$ cat src/rtl/burst_detector.sv
// burst_detector: hysteresis burst detector for the RMS signal path.
// Consumes one RMS sample per in_valid. Reports registered start/end pulses,
// the active level, the last completed burst length and a saturating count.
// Optional macro BURST_DETECTOR_TIMEOUT_EN adds max_len / burst_timeout and a
// LOCKOUT state that force-ends over-long bursts.
module burst_detector #(
   parameter int unsigned DATA_W = 16,
   parameter int unsigned CNT_W  = 8,
   parameter int unsigned LEN_W  = 16,
   parameter int unsigned MIN_W  = 8
) (
   input  logic              clk,
   input  logic              rst,
   input  logic              in_valid,
   input  logic [DATA_W-1:0] in_rms_val,
   input  logic [DATA_W-1:0] thr_hi,
   input  logic [DATA_W-1:0] thr_lo,
   input  logic [MIN_W-1:0]  min_on,
   input  logic [MIN_W-1:0]  min_off,
   input  logic              clr_count,
   output logic              burst_active,
   output logic              burst_start,
   output logic              burst_end,
   output logic [LEN_W-1:0]  burst_len,
   output logic [CNT_W-1:0]  burst_counter
`ifdef BURST_DETECTOR_TIMEOUT_EN
   ,
   input  logic [LEN_W-1:0]  max_len,
   output logic              burst_timeout
`endif
);

`ifdef BURST_DETECTOR_TIMEOUT_EN
   typedef enum logic [2:0] {IDLE, ARMING, ACTIVE, RELEASING, LOCKOUT} state_t;
`else
   typedef enum logic [2:0] {IDLE, ARMING, ACTIVE, RELEASING} state_t;
`endif

   state_t             state, state_n;
   logic [MIN_W-1:0]   run, run_n;
   logic [MIN_W-1:0]   off_run, off_n;
   logic [LEN_W-1:0]   acc, acc_n, acc_inc;
   logic [LEN_W-1:0]   len_n, end_len;
   logic [CNT_W-1:0]   cnt_n;
   logic [MIN_W-1:0]   eff_on, eff_off;
   logic [MIN_W:0]     run_inc, off_inc;
   logic               qual, low;
   logic               confirm, finish, active_n;
`ifdef BURST_DETECTOR_TIMEOUT_EN
   logic               timeout_n;
`endif

   assign qual    = in_rms_val > thr_hi;
   assign low     = in_rms_val <= thr_lo;
   assign eff_on  = (min_on  == '0) ? MIN_W'(1) : min_on;
   assign eff_off = (min_off == '0) ? MIN_W'(1) : min_off;
   assign run_inc = {1'b0, run}     + (MIN_W+1)'(1);
   assign off_inc = {1'b0, off_run} + (MIN_W+1)'(1);
   assign acc_inc = (acc == '1) ? acc : acc + LEN_W'(1);
   // A saturated accumulator means the true length is unknown: report all-ones.
   assign end_len = (acc_inc == '1) ? '1 : acc_inc - LEN_W'(eff_off);

   // Next-state, run counters, accumulator and next output values.
   always_comb begin
      state_n  = state;
      run_n    = run;
      off_n    = off_run;
      acc_n    = acc;
      len_n    = burst_len;
      confirm  = 1'b0;
      finish   = 1'b0;
`ifdef BURST_DETECTOR_TIMEOUT_EN
      timeout_n = 1'b0;
`endif
      if (in_valid) begin
         case (state)
            IDLE: begin
               if (qual) begin
                  run_n = MIN_W'(1);
                  acc_n = LEN_W'(1);
                  if (eff_on == MIN_W'(1)) begin
                     state_n = ACTIVE;
                     confirm = 1'b1;
                  end else begin
                     state_n = ARMING;
                  end
               end
            end
            ARMING: begin
               if (qual) begin
                  run_n = run_inc[MIN_W-1:0];
                  acc_n = acc_inc;
                  if (run_inc >= {1'b0, eff_on}) begin
                     state_n = ACTIVE;
                     confirm = 1'b1;
                  end
               end else begin
                  state_n = IDLE;
                  run_n   = '0;
                  acc_n   = '0;
               end
            end
            ACTIVE: begin
               acc_n = acc_inc;
               if (low) begin
                  if (eff_off == MIN_W'(1)) begin
                     finish = 1'b1;
                  end else begin
                     off_n   = MIN_W'(1);
                     state_n = RELEASING;
                  end
               end
            end
            RELEASING: begin
               acc_n = acc_inc;
               if (low) begin
                  if (off_inc >= {1'b0, eff_off}) begin
                     finish = 1'b1;
                  end else begin
                     off_n = off_inc[MIN_W-1:0];
                  end
               end else begin
                  state_n = ACTIVE;
                  off_n   = '0;
               end
            end
`ifdef BURST_DETECTOR_TIMEOUT_EN
            LOCKOUT: begin
               if (low) begin
                  state_n = IDLE;
               end
            end
`endif
            default: state_n = IDLE;
         endcase

         if (finish) begin
            state_n = IDLE;
            run_n   = '0;
            off_n   = '0;
            acc_n   = '0;
            len_n   = end_len;
         end

`ifdef BURST_DETECTOR_TIMEOUT_EN
         // Force-end overrides a normal end landing on the same sample.
         if ((state == ACTIVE || state == RELEASING) &&
             (max_len != '0) && (acc_inc >= max_len)) begin
            state_n   = LOCKOUT;
            run_n     = '0;
            off_n     = '0;
            acc_n     = '0;
            finish    = 1'b1;
            timeout_n = 1'b1;
            len_n     = max_len;
         end
`endif
      end

      cnt_n = clr_count ? '0 : burst_counter;
      if (confirm && (cnt_n != '1)) begin
         cnt_n = cnt_n + CNT_W'(1);
      end
      active_n = (state_n == ACTIVE) || (state_n == RELEASING);
   end

   // State, counters and registered outputs with synchronous reset.
   always_ff @(posedge clk) begin
      if (rst) begin
         state         <= IDLE;
         run           <= '0;
         off_run       <= '0;
         acc           <= '0;
         burst_active  <= 1'b0;
         burst_start   <= 1'b0;
         burst_end     <= 1'b0;
         burst_len     <= '0;
         burst_counter <= '0;
      end else begin
         state         <= state_n;
         run           <= run_n;
         off_run       <= off_n;
         acc           <= acc_n;
         burst_active  <= active_n;
         burst_start   <= confirm;
         burst_end     <= finish;
         burst_len     <= len_n;
         burst_counter <= cnt_n;
      end
   end

`ifdef BURST_DETECTOR_TIMEOUT_EN
   // Timeout pulse register.
   always_ff @(posedge clk) begin
      if (rst) begin
         burst_timeout <= 1'b0;
      end else begin
         burst_timeout <= timeout_n;
      end
   end
`endif

endmodule

$ cat config.mk
export PLATFORM = sky130hd
export DESIGN_NAME = burst_detector
export DESIGN_NICKNAME = d
export VERILOG_FILES = /design/src/rtl/burst_detector.sv
export SDC_FILE = /design/constraint.sdc
export NUM_CORES = 1
export LEC_CHECK = 0
export BUFFER_PORTS_ARGS = -buffer_cell sky130_fd_sc_hd__buf_2
export CAP_MARGIN = 20
export CORE_MARGIN = 2
export CORE_UTILIZATION = 30
export CTS_BUF_LIST = sky130_fd_sc_hd__clkbuf_8
export CTS_CLUSTER_DIAMETER = 40
export CTS_CLUSTER_SIZE = 16
export DETAILED_ROUTE_END_ITERATION = 8
export GPL_TIMING_DRIVEN = 0
export HOLD_SLACK_MARGIN = 0.06
export PLACE_DENSITY = 0.6
export SLEW_MARGIN = 40
export SYNTH_ARGS = -nofsm -noshare
export SYNTH_HDL_FRONTEND = slang
export SYNTH_SLANG_ARGS = --single-unit
$ cat constraint.sdc
create_clock -name clk -period 3.9 [get_ports clk]
set_clock_uncertainty 0.1 [all_clocks]
set_input_delay 0.39 -clock clk [delete_from_list [all_inputs] [get_ports clk]]
set_output_delay 0.39 -clock clk [all_outputs]
set_load 0.005 [all_outputs]
-- Word level (Yosys, flattened, before mapping)
Index checks and enable logic that the tools add are counted.
- register bits after elaboration: 62
- bits in latches: 0
- RAM bits: 0
- memory bits (read-only): 0
- input port bits: 68
- logic and storage cells: 89
- memories: 0
- add/sub/neg operators: 5
- $mul: 0
- div/mod/pow operators: 0
- $lt $le $gt $ge: 4
- equal/unequal tests: 14
- shift operators: 0
- multiplexer cells: 42
- bitwise logic cells: 1
- reduce and logical (&&, ||, !) cells: 14
- operator list (cell ; number):
    two-way mux 8 bit ; 12
    two-way mux 16 bit ; 5
    case mux 16 bit (3 select lines) ; 1
    equality test 16 bit (second input constant) ; 2
    case mux 8 bit (2 select lines) ; 2
    two-way mux 3 bit ; 8
    adder 8 x 1 -> 9 bit (second input constant) ; 2
    >= comparator 9 x 8 -> 1 bit ; 2
    adder 16 x 1 -> 16 bit (second input constant) ; 1
    equality test 8 x 1 -> 1 bit (second input constant) ; 2
    greater-than comparator 16 bit ; 1
    less-or-equal comparator 16 bit ; 1
    logical NOT 8 bit ; 2
    subtractor 16 x 8 -> 16 bit ; 1
    equality test 3 x 2 -> 1 bit (second input constant) ; 4
    case mux 3 bit (4 select lines) ; 1
    two-way mux 1 bit ; 10
    != test 3 bit (second input constant) ; 3
    adder 8 x 1 -> 8 bit (second input constant) ; 1
    != test 8 bit (second input constant) ; 1
    AND reduction 3 bit ; 2
    nonzero test 3 bit ; 2
    AND reduction 5 bit ; 1
    != test 4 bit (second input constant) ; 1
    10 further kinds ; 12

-- Logic depth before layout (Yosys ltp)
- word-level depth: 11
- gate-level depth with buffers: 16
- depth with buffers taken out: 15

-- Worst setup path before layout
No wires, ideal clock.
- kind: register to register
- start: register acc[8]
- end: register burst_len[12]
- setup time: 0.080 ns
- arrival time: 3.443 ns
- required time: 3.720 ns
- slack: 0.276 ns
- stages on the path, launching flop included: 17
- path buffers: 2
- cell sequence: dfxtp_1 buf_4 nand4_4 or3_4 or3_1 buf_2 xnor2_1 ha_1 inv_1 fa_1 a21o_1 a21oi_1 nor2b_1 o2111ai_1 nand4_1 xnor2_1 a211oi_2
- cells in the longest elaborated chain, start to end: 4
- elaborated cells on any way between the ends: 6
- those cells by class: 2 x add/sub; 2 x eq/ne; 2 x mux
- RTL lines (item ; line ; text):
    start, declared ; 42 ; logic [LEN_W-1:0] acc, acc_n, acc_inc;
    start signal, assigned ; 183 ; acc <= acc_n;
    adder 16 x 1 -> 16 bit / equality test 16 bit (equally long branches) ; 59 ; assign acc_inc = (acc == '1) ? acc : acc + LEN_W'(1);
    two-way mux 16 bit (*) ; 59 ;
    subtractor 16 x 8 -> 16 bit / equality test 16 bit (equally long branches) ; 61 ; assign end_len = (acc_inc == '1) ? '1 : acc_inc - LEN_W'(eff_off);
    two-way mux 16 bit (*) ; 61 ;
    end signal, assigned ; 187 ; burst_len <= len_n;
    end, declared ; 24 ; output logic [LEN_W-1:0] burst_len,
Every way passes the cells marked *; elsewhere a longest branch is shown, timed or not.
A chain may end at the register's enable or synchronous reset.

-- Final worst setup path
- start: register acc[9]
- end: register burst_len[15]
The elaborated chain is that of the path after synthesis.

==> metrics.md <==
| Metric | Value |
|---|---|
| Area after DPL | `5930 µm²` |
| Clock transition at path regs | `0.07 ns` |
| Slowest CP cell | `or3_4` |
| Total negative slack | `0 ns` |
| Final WS setup | `0.186 ns` |
| Crit-path cells | `buf_6 > nand4_4 > or3_4 > or3_4 > buf_12 > o21ai_4 > ha_4 > nor2b_1 > o211ai_1 > a31oi_1 > o311a_1 > nor2b_2 > nand3_2 > xnor2_2 > a211oi_2` |
| Number of routed nets with antenna violations | `0` |
| Slew Limit Headroom | `50.3%` |
| Starting Density | `30.3%` |
| WP buf/inv | `2` |
| CTS Buf Count | `9` |
| Die height | `135 µm` |
| Worst Path Max Fanout | `9` |
| Period minus WS final | `3.71 ns` |
| Most common cell after layout, fill and taps aside | `buf_2` |
| Min-Delay Path Class | `in2reg` |
| Critical Path End Type | `register` |
| Initial antenna violation count | `0` |
| Layout cells sized above 1 | `24.3%` |
| Core Rows | `48` |
| Pre-antenna DRT Iters | `5` |
| Worst path max stage delay | `0.43 ns` |
| Syn_nets | `781` |
| Dominant cell type by area after synthesis | `dfxtp_1` |
| Count of final hold-check violations | `0` |
| Critical Path AT | `3.89 ns` |
| Status | `completed` |
| Yosys warns | `0` |
| Placed cells | `971` |
| Hold buffer count at cts | `0` |
| N_diodes | `0` |
| Peak supply drop | `0.000201 V` |
| Delay-heaviest family, CP | `simple AND/OR/NAND/NOR gates` |
| Horiz. Die Dim | `135 µm` |
| Global-route wire length before repair | `22.2 mm` |
| Vias in the first global route | `4571` |
| EDFF count, synth | `0` |
| # H-tree levels | `3` |
| Final Slew Violations | `0` |
| Avg Cell Area, Syn | `7.94 µm²` |
| Largest net degree at the start of global routing | `12` |
| Top cells by area, synth | `dfxtp_1 24%, ha_1 15%, inv_1 4.1%` |
| CTS Root Cell | `clkbuf_8` |
| Crit Path Category | `reg2reg` |
| Global route overflow | `0` |
| Hold slack | `0.288 ns` |
| Total core area | `17100 µm²` |
| Number of fill cells | `1826` |
| Vias/cell | `5.03` |
| Worst-skew pair later-pin latency | `0.35 ns` |
| # IOs | `95` |
| Post-Layout Cell Count | `998` |
| Detail Placement HPWL | `10.6 mm` |
| Final setup viols | `0` |
| Syn Std Cell Area | `5170 µm²` |
| Post-Route WL | `13.8 mm` |
| CTS tree | `built` |
| Die ar. | `18300 µm²` |
| Post-synth top area share | `24.0%` |
| Critical Path Start Type | `register` |
| #FFs+latches synth | `62` |
| Post-synthesis sequential area ratio | `24.0%` |
| Synthesis-to-finish area growth | `23.3%` |
| Final worst-path cycle share | `95.2%` |
| Design area | `6380 µm²` |
| Top FF cell, synth | `dfxtp_1` |
| Max Root-Sink Buffers | `2` |
| Final GP Congestion | `0.822` |
| IO Port Bufs | `94` |
| Cell variety after synth | `69` |
| Net count, final | `897` |
| FMAX | `0.269 GHz` |
| GRT Util Overall | `14.8%` |
| DR vias | `5021` |
| Worst-margin pin slew | `0.727 ns` |
| Place WS | `-0.275 ns` |
| Residual DRC | `0` |
| Most frequent cells in the layout | `98 x buf_2, 58 x inv_1, 56 x ha_1` |
| Most frequent CP cell | `or3_4` |
| Critical Path RT | `4.07 ns` |
| Routed wire per std cell | `13.8 µm` |
| PD cells | `235 nW/µm²` |
| Async S/R FF share, synth | `0%` |
| 1st-iter DRT viols | `250` |
| Syn Inst Count | `652` |
| Max_cap viols | `0` |
| Leakage | `2.89 nW` |
| Clock sink count | `62` |
-- Yosys cell counts (all sizes together), types with 12 or more instances --
master,count
xnor2,19
nor2,55
o21ai,38
clkbuf,12
a21o,15
xor2,12
a211oi,18
inv,57
dfxtp,62
a31oi,12
nand4,24
nor2b,13
ha,60
nand3,28
nor3,14
a21oi,35
nand2,57
-- metal layers --
layer	share of wire [%]	vias up	track usage, %	routed length (µm)
met3	3.9	18	2.10	540
met4	1.9	0	4.86	257
met2	46	109	24.3	6320
li1	-	2598	-	-
met5	0	-	0	0
met1	48	2296	20.1	6650
-- worst reg2reg max path, delay by kind of cell, from the launching register on --
family | cells | cell delay [ns]
AO/OA/AOI/OAI | 5 | 1.19
XOR/XNOR | 1 | 0.18
adder cells (fa/ha/maj) | 1 | 0.22
buffers and inverters | 2 | 0.28
flip-flops | 1 | 0.33
AND/OR/NAND/NOR | 6 | 1.35
-- path summary, 6_finish.rpt --
check	cells past startpoint	startpoint	endpoint	slack, ns
hold / removal	3	in_valid	burst_end	0.29
setup reg to reg	15	acc[9]	burst_len[15]	0.19
hold reg to reg	2	off_run[7]	off_run[7]	0.39
setup / recovery	15	acc[9]	burst_len[15]	0.19
-- metrics by stage --
step / total power [mW] / util [%]
6_report: 1.50 / 37.4
4_1_cts: 1.50 / 36.2
2_1_floorplan: 0.816 / -
3_3_place_gp: 0.909 / 34.7
3_5_place_dp: 0.913 / 34.8
5_1_grt: 1.59 / 37.4
-- repair_timing --
item / 4_1_cts / 5_1_grt
setup endpoints to repair: 8 / 30
gates resized for setup: 8 / 33
setup buffers: 0 / 11
pin swaps: 1 / 10
-- state kept, by name, summed over array words and instances, names as in the netlist --
signal / cells
off_run: 8
burst_active: 1
run: 8
burst_counter: 8
acc: 16
state: 3
burst_end: 1
burst_len: 16
burst_start: 1
-- cells by family after synthesis --
| logic type | count (synthesis) | share of synthesized area [%] |
|---|---|---|
| muxes | 11 | 2.13 |
| adders and majority gates | 61 | 14.9 |
| DFF | 62 | 24.0 |
| AOI/OAI and AO/OA | 153 | 20.7 |
| buffers and inverters | 79 | 6.31 |
| xor gates and xnor gates | 31 | 5.25 |
| and+or+nand+nor | 255 | 26.7 |
-- power breakdown --
| group | total [mW] | leakage (nW) | switching (mW) | internal, mW |
|---|---|---|---|---|
| Clock | 0.585 | 0.0997 | 0.275 | 0.310 |
| Combinational | 0.269 | 2.29 | 0.154 | 0.114 |
| Sequential | 0.645 | 0.504 | 0.00716 | 0.637 |
| Total | 1.50 | 2.89 | 0.437 | 1.06 |
-- layout make-up --
class | instances | area (µm²) | share of cell area, %
inverters | 57 | 214 | 3.35
clock inverters | 6 | 62.6 | 0.981
plain buffers | 22 | 138 | 2.16
well taps | 225 | 282 | 4.41
multi-input cells | 511 | 3740 | 58.6
flip-flops and latches | 62 | 1250 | 19.7
repair buffers | 105 | 553 | 8.67
clock buffers | 10 | 138 | 2.16
(Power assumes the default switching activity.)
